### src/rtl/ternary_weight_sequencer_pkg.sv
// Shared definitions for the ternary matrix-vector multiplier path:
// sequencer states, weight coding and matrix geometry.
package ternary_weight_sequencer_pkg;

  localparam int IN_LEN  = 16;
  localparam int OUT_LEN = 8;
  localparam int ROWS    = IN_LEN / 2;

  function automatic int weight_bytes(input int in_len, input int out_len);
    return (2 * in_len * out_len) / 8;
  endfunction

  localparam int WEIGHT_BYTES = weight_bytes(IN_LEN, OUT_LEN);

  typedef enum logic [1:0] {
    IDLE = 2'd0,
    LOAD = 2'd1,
    RUN  = 2'd2
  } seq_state_e;

  localparam logic [1:0] W_ZERO = 2'b00;
  localparam logic [1:0] W_POS  = 2'b01;
  localparam logic [1:0] W_NEG  = 2'b10;

  // Code 11 shares the -1 meaning with 10; only the MSB marks a negative weight.
  function automatic logic signed [1:0] decode_weight(input logic [1:0] code);
    logic signed [1:0] val;
    val = 2'sd0;
    if (code[1])
      val = -2'sd1;
    else if (code == W_POS)
      val = 2'sd1;
    return val;
  endfunction

endpackage

### src/rtl/ternary_weight_store.sv
// Byte-addressed weight matrix register with a per-row slice read mux.
module ternary_weight_store
  import ternary_weight_sequencer_pkg::*;
#(
  parameter int NumBytes = WEIGHT_BYTES,
  parameter int SliceW   = 32,
  parameter int RowW     = 3,
  parameter int AddrW    = 5
) (
  input  logic              clk,
  input  logic              rst_n,
  input  logic              wr_en,
  input  logic [AddrW-1:0]  wr_addr,
  input  logic [7:0]        wr_data,
  input  logic              rd_en,
  input  logic [RowW-1:0]   rd_row,
  output logic [SliceW-1:0] rd_data
);

  logic [NumBytes*8-1:0] wmem;

  always_ff @(posedge clk or negedge rst_n) begin
    if (!rst_n)
      wmem <= '0;
    else if (wr_en)
      wmem[{wr_addr, 3'b000} +: 8] <= wr_data;
  end

  // Gated to zero outside RUN so the multiplier never sees a half-loaded matrix.
  assign rd_data = rd_en ? wmem[rd_row * SliceW +: SliceW] : '0;

endmodule

### src/rtl/ternary_weight_sequencer.sv
// Loads a ternary weight matrix from a byte stream and then streams it
// row by row to the multiplier; a new load may pre-empt a running frame.
//
//   state | meaning
//   IDLE  | no matrix held, waiting for the first byte
//   LOAD  | collecting bytes 1..N-1 at bcnt, pauses allowed
//   RUN   | matrix complete, row sweeps 0..ROWS-1 every cycle
module ternary_weight_sequencer
  import ternary_weight_sequencer_pkg::*;
#(
  parameter int InLen    = 16,
  parameter int OutLen   = 8,
  parameter int BitWidth = 8,
  localparam int Rows    = InLen / 2,
  localparam int RowW    = $clog2(Rows),
  localparam int NBytes  = weight_bytes(InLen, OutLen),
  localparam int AddrW   = $clog2(NBytes),
  localparam int SliceW  = 4 * OutLen
) (
  input  logic              clk,
  input  logic              rst_n,
  input  logic              load_en,
  input  logic [7:0]        load_data,
  output logic [RowW-1:0]   row,
  output logic              en,
  output logic [SliceW-1:0] w_row,
  output logic              loaded,
  output logic              frame_done
);

  if (BitWidth < 1 || (InLen % 2) != 0) begin : g_param_check
    $error("ternary_weight_sequencer: InLen must be even and BitWidth positive");
  end

  localparam logic [AddrW-1:0] LastByte = AddrW'(NBytes - 1);
  localparam logic [RowW-1:0]  LastRow  = RowW'(Rows - 1);

  seq_state_e       state_q, state_d;
  logic [AddrW-1:0] bcnt_q, bcnt_d;
  logic [RowW-1:0]  row_q, row_d;
  logic [AddrW-1:0] wr_addr;

  always_ff @(posedge clk or negedge rst_n) begin
    if (!rst_n) begin
      state_q <= IDLE;
      bcnt_q  <= '0;
      row_q   <= '0;
    end else begin
      state_q <= state_d;
      bcnt_q  <= bcnt_d;
      row_q   <= row_d;
    end
  end

  always_comb begin
    state_d = state_q;
    bcnt_d  = bcnt_q;
    row_d   = row_q;
    wr_addr = '0;
    case (state_q)
      IDLE: begin
        row_d = '0;
        if (load_en) begin
          bcnt_d  = AddrW'(1);
          state_d = LOAD;
        end
      end
      LOAD: begin
        row_d   = '0;
        wr_addr = bcnt_q;
        if (load_en) begin
          if (bcnt_q == LastByte) begin
            bcnt_d  = '0;
            state_d = RUN;
          end else begin
            bcnt_d = bcnt_q + 1'b1;
          end
        end
      end
      RUN: begin
        row_d = (row_q == LastRow) ? '0 : row_q + 1'b1;
        // Abort: the incoming byte becomes byte 0 of the replacement matrix.
        if (load_en) begin
          bcnt_d  = AddrW'(1);
          row_d   = '0;
          state_d = LOAD;
        end
      end
      default: begin
        state_d = IDLE;
        bcnt_d  = '0;
        row_d   = '0;
      end
    endcase
  end

  ternary_weight_store #(
    .NumBytes (NBytes),
    .SliceW   (SliceW),
    .RowW     (RowW),
    .AddrW    (AddrW)
  ) u_store (
    .clk     (clk),
    .rst_n   (rst_n),
    .wr_en   (load_en),
    .wr_addr (wr_addr),
    .wr_data (load_data),
    .rd_en   (en),
    .rd_row  (row_q),
    .rd_data (w_row)
  );

  // Completing a load always enters RUN and leaving RUN always starts a new
  // load, so "complete matrix held" coincides with the RUN state.
  assign en         = (state_q == RUN);
  assign loaded     = en;
  assign row        = row_q;
  assign frame_done = en && (row_q == LastRow);

endmodule

### config.mk
export PLATFORM = sky130hd
export DESIGN_NAME = ternary_weight_sequencer
export DESIGN_NICKNAME = d
export VERILOG_FILES = /design/src/rtl/ternary_weight_sequencer_pkg.sv /design/src/rtl/ternary_weight_store.sv /design/src/rtl/ternary_weight_sequencer.sv
export SDC_FILE = /design/constraint.sdc
export NUM_CORES = 1
export LEC_CHECK = 0
export CORE_UTILIZATION = 55
export DETAILED_ROUTE_END_ITERATION = 8
export PLACE_DENSITY_LB_ADDON = 0.1
export SETUP_SLACK_MARGIN = 0.3
export SLEW_MARGIN = 20
export SYNTH_ARGS = -nofsm -noshare
export SYNTH_HDL_FRONTEND = slang
export SYNTH_SLANG_ARGS = --single-unit
### constraint.sdc
create_clock -name clk -period 5.1 [get_ports clk]
set_input_delay 1.02 -clock clk [delete_from_list [all_inputs] [get_ports clk]]
set_output_delay 1.02 -clock clk [all_outputs]
set_load 0.005 [all_outputs]
==> results.md, run 1 <==
- Largest net degree at the start of global routing: 130
- Maximum fanout along the worst path: 31
- Main flop type after synthesis: dfrtp_1
- Antenna Nets Post-Route: 0
- Fraction of layout cells with a size suffix above 1: 0.432
- Met3 WL: 1060 um
- Cts bufs inserted: 28
- Worst vdd ir: 304 uV
- Commonest non-fill, non-tap cell in the layout: dfrtp_1
- Drt total wl: approximately 28000 um
- Total number of yosys warnings: 0
- Setup TNS: 0 ps
- Area leader, netlist: dfrtp_1
- Remaining Overflow, GRT: 0
- Stages on worst setup path: 5
- PD cells: 528 nW/um^2
- Deepest clock path buffer count: 3
- Setup bufs post-CTS: 0
- Core area: 22200 sq um
- Area of the multi-input gates: 5650 sq um
- Max Cap Viol: 0
- Slowest cell delay on critical path: between 800 and 900 ps
- Total Routing Usage GR: 0.257
- Worst path cell trace: buf_4 > mux4_2 > mux2i_1 > nor2_1 > clkdlybuf4s50_1
- Syn nets: around 870
- Seq. cell area: 6660 sq um
- CTS H-tree depth: 1
- Crit path DAT: a little over 3000 ps
- First-pass GRT wire length: 46800 um
- Post-synth ARST share: 1.00
- Residual DRC: 0
- Worst Setup Path Type: reg2out
- Slew Limit Fails: 0
- Setup slack, reg-to-reg: 1400 ps
- Reg2reg path depth: 8
- Slew headroom: 0.350
- Maximum clock rate: 243 MHz
- Met1 wire length: approximately 13000 um
- Post-Syn Area per Cell: 14.8 sq um
- TritonCTS clock tree: built
- Syn Inst Count: about 850
- Distinct cell type count after synthesis: 55
- Layout Utilization: 0.647
- Final Power: between 7 and 8 mW
- WL/cell: 23.9 um
- Synth top area cells: dfrtp_1 (53%), mux2_2 (19%), mux4_2 (11%)
- Clock Latency Late Sink: about 540 ps
- Layout Cells excl Fill: 1187
- Cell family with most CP delay: flip-flops
- Vias per inst: 6.21
- Crit. End Element: primary output
- Slowest-stage cell, CP: dfrtp_4
- Most frequent cells in the layout: dfrtp_1 (263), mux2_2 (218), mux4_2 (64)
- Die ar.: 23500 sq um
- Iteration-0 DRC Markers: 454
- Pleak: 6.24 nW
- Die height: between 150 and 200 um
- Yosys top cell area share: 0.529
- Worst Tran Pin Value: 975 ps
- Hold Buf Count CTS: 0
- Post-cts sizing count: 0
- Status: finished, final reports clean
- Final count of hold timing violations: 0
- Worst slack at placement: between 1000 and 1500 ps
- Final GP Congestion: 0.864
- Worst R2R Start: state_q[0]$_DFFE_PN0P_
- Worst Setup SP: row[0]$_DFF_PN0_
- Setup Viol. Count Final: 0
- RSZ-0062 raised after global routing: false
- Number of detailed-route iterations in the first pass: 5
- Root Buffer: clkbuf_16
- Synth Register Bits: ~270
- Critical path buffers and inverters: 2
- Num rows: 54
- Vias: roughly 7400
- Worst setup path end: w_row[13]
- Post-Syn Area: 12600 sq um
- Clock Skew: 11.2 ps
- Final period utilization: 0.807
- CTS Sinks: 266
- Met2 wire len: approximately 14000 um
- Top sig layer: met4
- Vias in the first global route: a little over 8000
- Register area share after synthesis: 0.529
- Multiplexer share of the synthesized area: 0.361
- Req. time, crit path: 4080 ps
- Worst setup SP type: flip-flop
- XOR/XNOR Fraction of Synth Area: 0.00139
- Nets: 901
- Clock slew at reported path FFs: 60 ps
- Simple-gate portion of the synthesized area: 0.0555
- Dpl hpwl: 18100 um
- Starting Density: 0.568
- Hold Crit Class: reg2reg
- Area growth from synthesis to layout: 13.8%
- Die width: 153 um
- Buffers on Ports: between 40 and 50
- Fin crit period: 4110 ps
- # fillers: about 1600
- Initial antenna violation count: 1
- Adder-cell share of the synthesized area: 0.00497
- Final worst slack: ~990 ps
- I/O pin cnt: 49
- Reg-to-Reg End: u_store.wmem[163]$_DFFE_PN0P_
- Number of enable flip-flop cells after synthesis: 0
- Compound-Gate Fraction of Synth Area: 0.0257
- Placed cells: 1134
- Combinational family with the most area after synthesis: multiplexers
[cells by family after synthesis]
kind of cell / after synthesis
xor+xnor: 2
compound gates: 49
mux: 338
buf+inv: 64
simple gates: 128
flops: 266
fa+ha+maj: 5
[worst min path at each step]
stage	from	to	slack, ps	cells after the start
floorplan	u_store.wmem[91]$_DFFE_PN0P_	u_store.wmem[91]$_DFFE_PN0P_	440	2
global placement	u_store.wmem[242]$_DFFE_PN0P_	u_store.wmem[242]$_DFFE_PN0P_	470	1
detailed placement	u_store.wmem[107]$_DFFE_PN0P_	u_store.wmem[107]$_DFFE_PN0P_	480	2
CTS	u_store.wmem[107]$_DFFE_PN0P_	u_store.wmem[107]$_DFFE_PN0P_	490	2
global route	u_store.wmem[240]$_DFFE_PN0P_	u_store.wmem[240]$_DFFE_PN0P_	510	1
finish	u_store.wmem[107]$_DFFE_PN0P_	u_store.wmem[107]$_DFFE_PN0P_	490	2
[report_power, final]
part | switching [mW] | internal, mW | total, mW
Clock | 0.823 | 1.39 | 2.22
Sequential | 0.468 | 2.93 | 3.39
Combinational | 0.850 | 1.10 | 1.95
[per-stage QoR]
step / cell area, sq um / hold slack [ps]
global route: 14300 / 508
global placement: 13300 / 468
detailed placement: 13300 / 479
floorplan: 12600 / 445
CTS: 14300 / 493
finish: 14300 / 490
[flip-flops by register name, summed over array words and instances (netlist names)]
register,cells
state_q,2
row,3
bcnt_q,5
u_store.wmem,256
[synthesized netlist by cell type (6+ instances only)]
cell	instances
nand2b_1	8
dfrtp_1	266
nand2_1	27
clkbuf_1	38
o21ai_0	21
buf_2	8
nor2_2	11
o31ai_1	6
nor2_1	38
mux2_4	16
mux2_1	8
nor2_4	7
mux2_2	218
buf_1	8
mux2i_1	32
mux4_2	64
[routing by layer]
layer  GRT usage  vias up
met5           0        -
met4      0.0572        0
met3      0.0337       43
met2       0.420      161
met1       0.371     3941
li1            -     3221
[area by class of cell]
cell class,instances,share of cell area
flip-flops and latches,266,0.465
clock inverters,9,0.0124
well taps,280,0.0244
clock buffers,42,0.0589
diodes,1,0.000175
multi-input cells,522,0.394
repair buffers,65,0.0442
inverters,2,0.000524
[worst reg2reg max path: stages, from the launching register on]
cell and delay, ps:
dfrtp_1 460, nor2b_1 610, nand2_1 130, ha_1 340, nor4bb_1 200, o21a_1 260, or3_1 660, nand2b_1 510
mux2_4 410
No activity file was read; power rests on OpenSTA's default activity.
==> run 2: changes to the inputs <==
- clock period: 5.1 -> 3.6 ns (I/O delays scaled with it)
==> results.md, run 2 (same netlist as run 1, synthesis figures left out) <==
- Status: finished, final reports clean
- Most frequent cells in the layout: dfrtp_1 (263), mux2_2 (218), mux4_2 (64)
- Worst Setup SP: row[0]$_DFF_PN0_
- PD cells: 717 nW/um^2 (+36%)
- Hold Crit Class: in2async
- RSZ-0062 raised after global routing: true
- Die width: 153 um (unchanged)
- Crit. End Element: primary output
- Req. time, crit path: 2880 ps (-1200 ps)
- ANT cells: 0 (-1)
- Area of the multi-input gates: 5700 sq um (+0.77%)
- Worst R2R Start: state_q[0]$_DFFE_PN0P_
- Pleak: 6.93 nW (+11%)
- Fraction of layout cells with a size suffix above 1: 0.465 (+0.0331)
- Deepest clock path buffer count: 3 (unchanged)
- Final Power: 10.7 mW (+41%)
- Maximum fanout along the worst path: 16 (-48%)
- Drt total wl: 30300 um (+6.8%)
- Clock Latency Late Sink: 540 ps (about the same)
- Setup TNS: 0 ps (unchanged)
- Crit path DAT: 2610 ps (-480 ps)
- Number of detailed-route iterations in the first pass: 5 (unchanged)
- Clock Skew: 12.4 ps (+1.25 ps)
- I/O pin cnt: 49 (unchanged)
- First-pass GRT wire length: 47300 um (+1.1%)
- Seq. cell area: 6660 sq um (unchanged)
- Final count of hold timing violations: 0 (unchanged)
- WL/cell: 24.7 um (+3.1%)
- Worst setup SP type: flip-flop
- Nets: 945 (+4.9%)
- Largest net degree at the start of global routing: 117 (-10%)
- Max Cap Viol: 0 (unchanged)
- Cts bufs inserted: 28 (unchanged)
- Worst vdd ir: 374 uV (+23%)
- Vias in the first global route: 8124 (-0.37%)
- Antenna Nets Post-Route: 0 (unchanged)
- Root Buffer: clkbuf_16
- Buffers on Ports: 48 (unchanged)
- Fin crit period: around 3300 ps
- Most flops, register: u_store.wmem
- Die ar.: 23500 sq um (unchanged)
- Commonest non-fill, non-tap cell in the layout: dfrtp_1
- Area growth from synthesis to layout: 18.4%
- Die height: 153 um (unchanged)
- Vias: 7615 (+3.4%)
- Core area: 22200 sq um (unchanged)
- Final GP Congestion: 0.808 (-6.5%)
- CTS Sinks: 266 (unchanged)
- Slew Limit Fails: 0 (unchanged)
- Worst Tran Pin Value: 1130 ps (+155 ps)
- Num rows: 54 (unchanged)
- Dpl hpwl: 19100 um (+5.6%)
- Iteration-0 DRC Markers: 426 (-6.2%)
- Starting Density: 0.568 (unchanged)
- Remaining Overflow, GRT: 0 (unchanged)
- Clock slew at reported path FFs: 60 ps (about the same)
- Residual DRC: 0 (unchanged)
- Maximum clock rate: 300 MHz
- Max reg flops: 256 (unchanged)
- Final period utilization: 0.926
- # fillers: 1543 (-3.2%)
- Worst Setup Path Type: reg2out
- Total Routing Usage GR: 0.265 (+0.00774)
- Vias per inst: 6.20 (-0.15%)
- Slew headroom: 0.244 (-0.106)
- TritonCTS clock tree: built
- Initial antenna violation count: 0 (-1)
- CTS H-tree depth: 1 (unchanged)
- Setup Viol. Count Final: 0 (unchanged)
==> run 2: cell count changes in the layout (fill, tap and decap cells not counted), sizes merged, moves of 2 or more <==
cell	previous run	this run
bufinv	5	3
buf	18	60
dlymetal6s2s	0	21
clkdlybuf4s50	46	22
clkbuf	43	46
clkdlybuf4s15	0	2
dlygate4sd2	0	2
==> run 2: final cells by class <==
type,instances,area share
clock inverter,6,0.00722
inverter,2,0.000504
tap,280,0.0235
sequential,266,0.447
clock buffer,44,0.0585
timing repair buffer,109,0.0812
multi-input combinational,522,0.382
==> run 2: where the power goes <==
| group | switching (mW) | total (mW) | internal (mW) |
|---|---|---|---|
| Clock | 1.17 | 3.03 | 1.86 |
| Sequential | 0.663 | 4.80 | 4.14 |
| Combinational | 1.25 | 2.86 | 1.60 |
| Total | 3.08 | 10.7 | 7.61 |
==> run 2: metal layers <==
layer  vias to the layer above  wire length, um  GRT usage
li1                       3295                -          -
met1                      4079            13500      0.376
met2                       183            14900      0.434
met3                        58             1170     0.0335
met4                         0              744     0.0755
met5                         -                0          0
==> run 2: final timing paths <==
kind	to	slack [ps]	cells past startpoint
max	w_row[31]	270	5
min	u_store.wmem[175]$_DFFE_PN0P_	220	1
min reg2reg	u_store.wmem[107]$_DFFE_PN0P_	480	2
max in group asynchronous	u_store.wmem[215]$_DFFE_PN0P_	2370	2
max reg2reg	u_store.wmem[160]$_DFFE_PN0P_	440	8
min in group clk	u_store.wmem[107]$_DFFE_PN0P_	480	2
==> run 2: worst max-delay path: stages, from the launching register on <==
cell             delay [ps]
dfrtp_4                 580
buf_16                  200
mux4_2                  340
mux2i_1                  60
nor2_1                  300
clkdlybuf4s50_1         580
==> run 2: timing repair <==
| action | CTS | global route |
|---|---|---|
| hold buffers | 0 | 0 |
| pin swaps | 0 | 1 |
| setup buffers | 6 | 21 |
| resized for setup | 15 | 29 |
| gates cloned | 3 | 2 |
| setup endpoints to repair | 15 | 40 |
| hold endpoints to repair | 0 | 0 |
==> run 2: through the flow <==
step | cells | hold WS (ps) | instance area (sq um) | utilization | worst slack [ps]
2_1_floorplan | 852 | 424 | 12600 | - | 830
3_3_place_gp | 1147 | 465 | 13400 | 0.606 | 471
3_5_place_dp | 1147 | 475 | 13400 | 0.606 | 426
4_1_cts | 1206 | 296 | 14600 | 0.659 | 233
5_1_grt | 1229 | 294 | 14900 | 0.673 | 204
6_report | 1229 | 223 | 14900 | 0.673 | 267
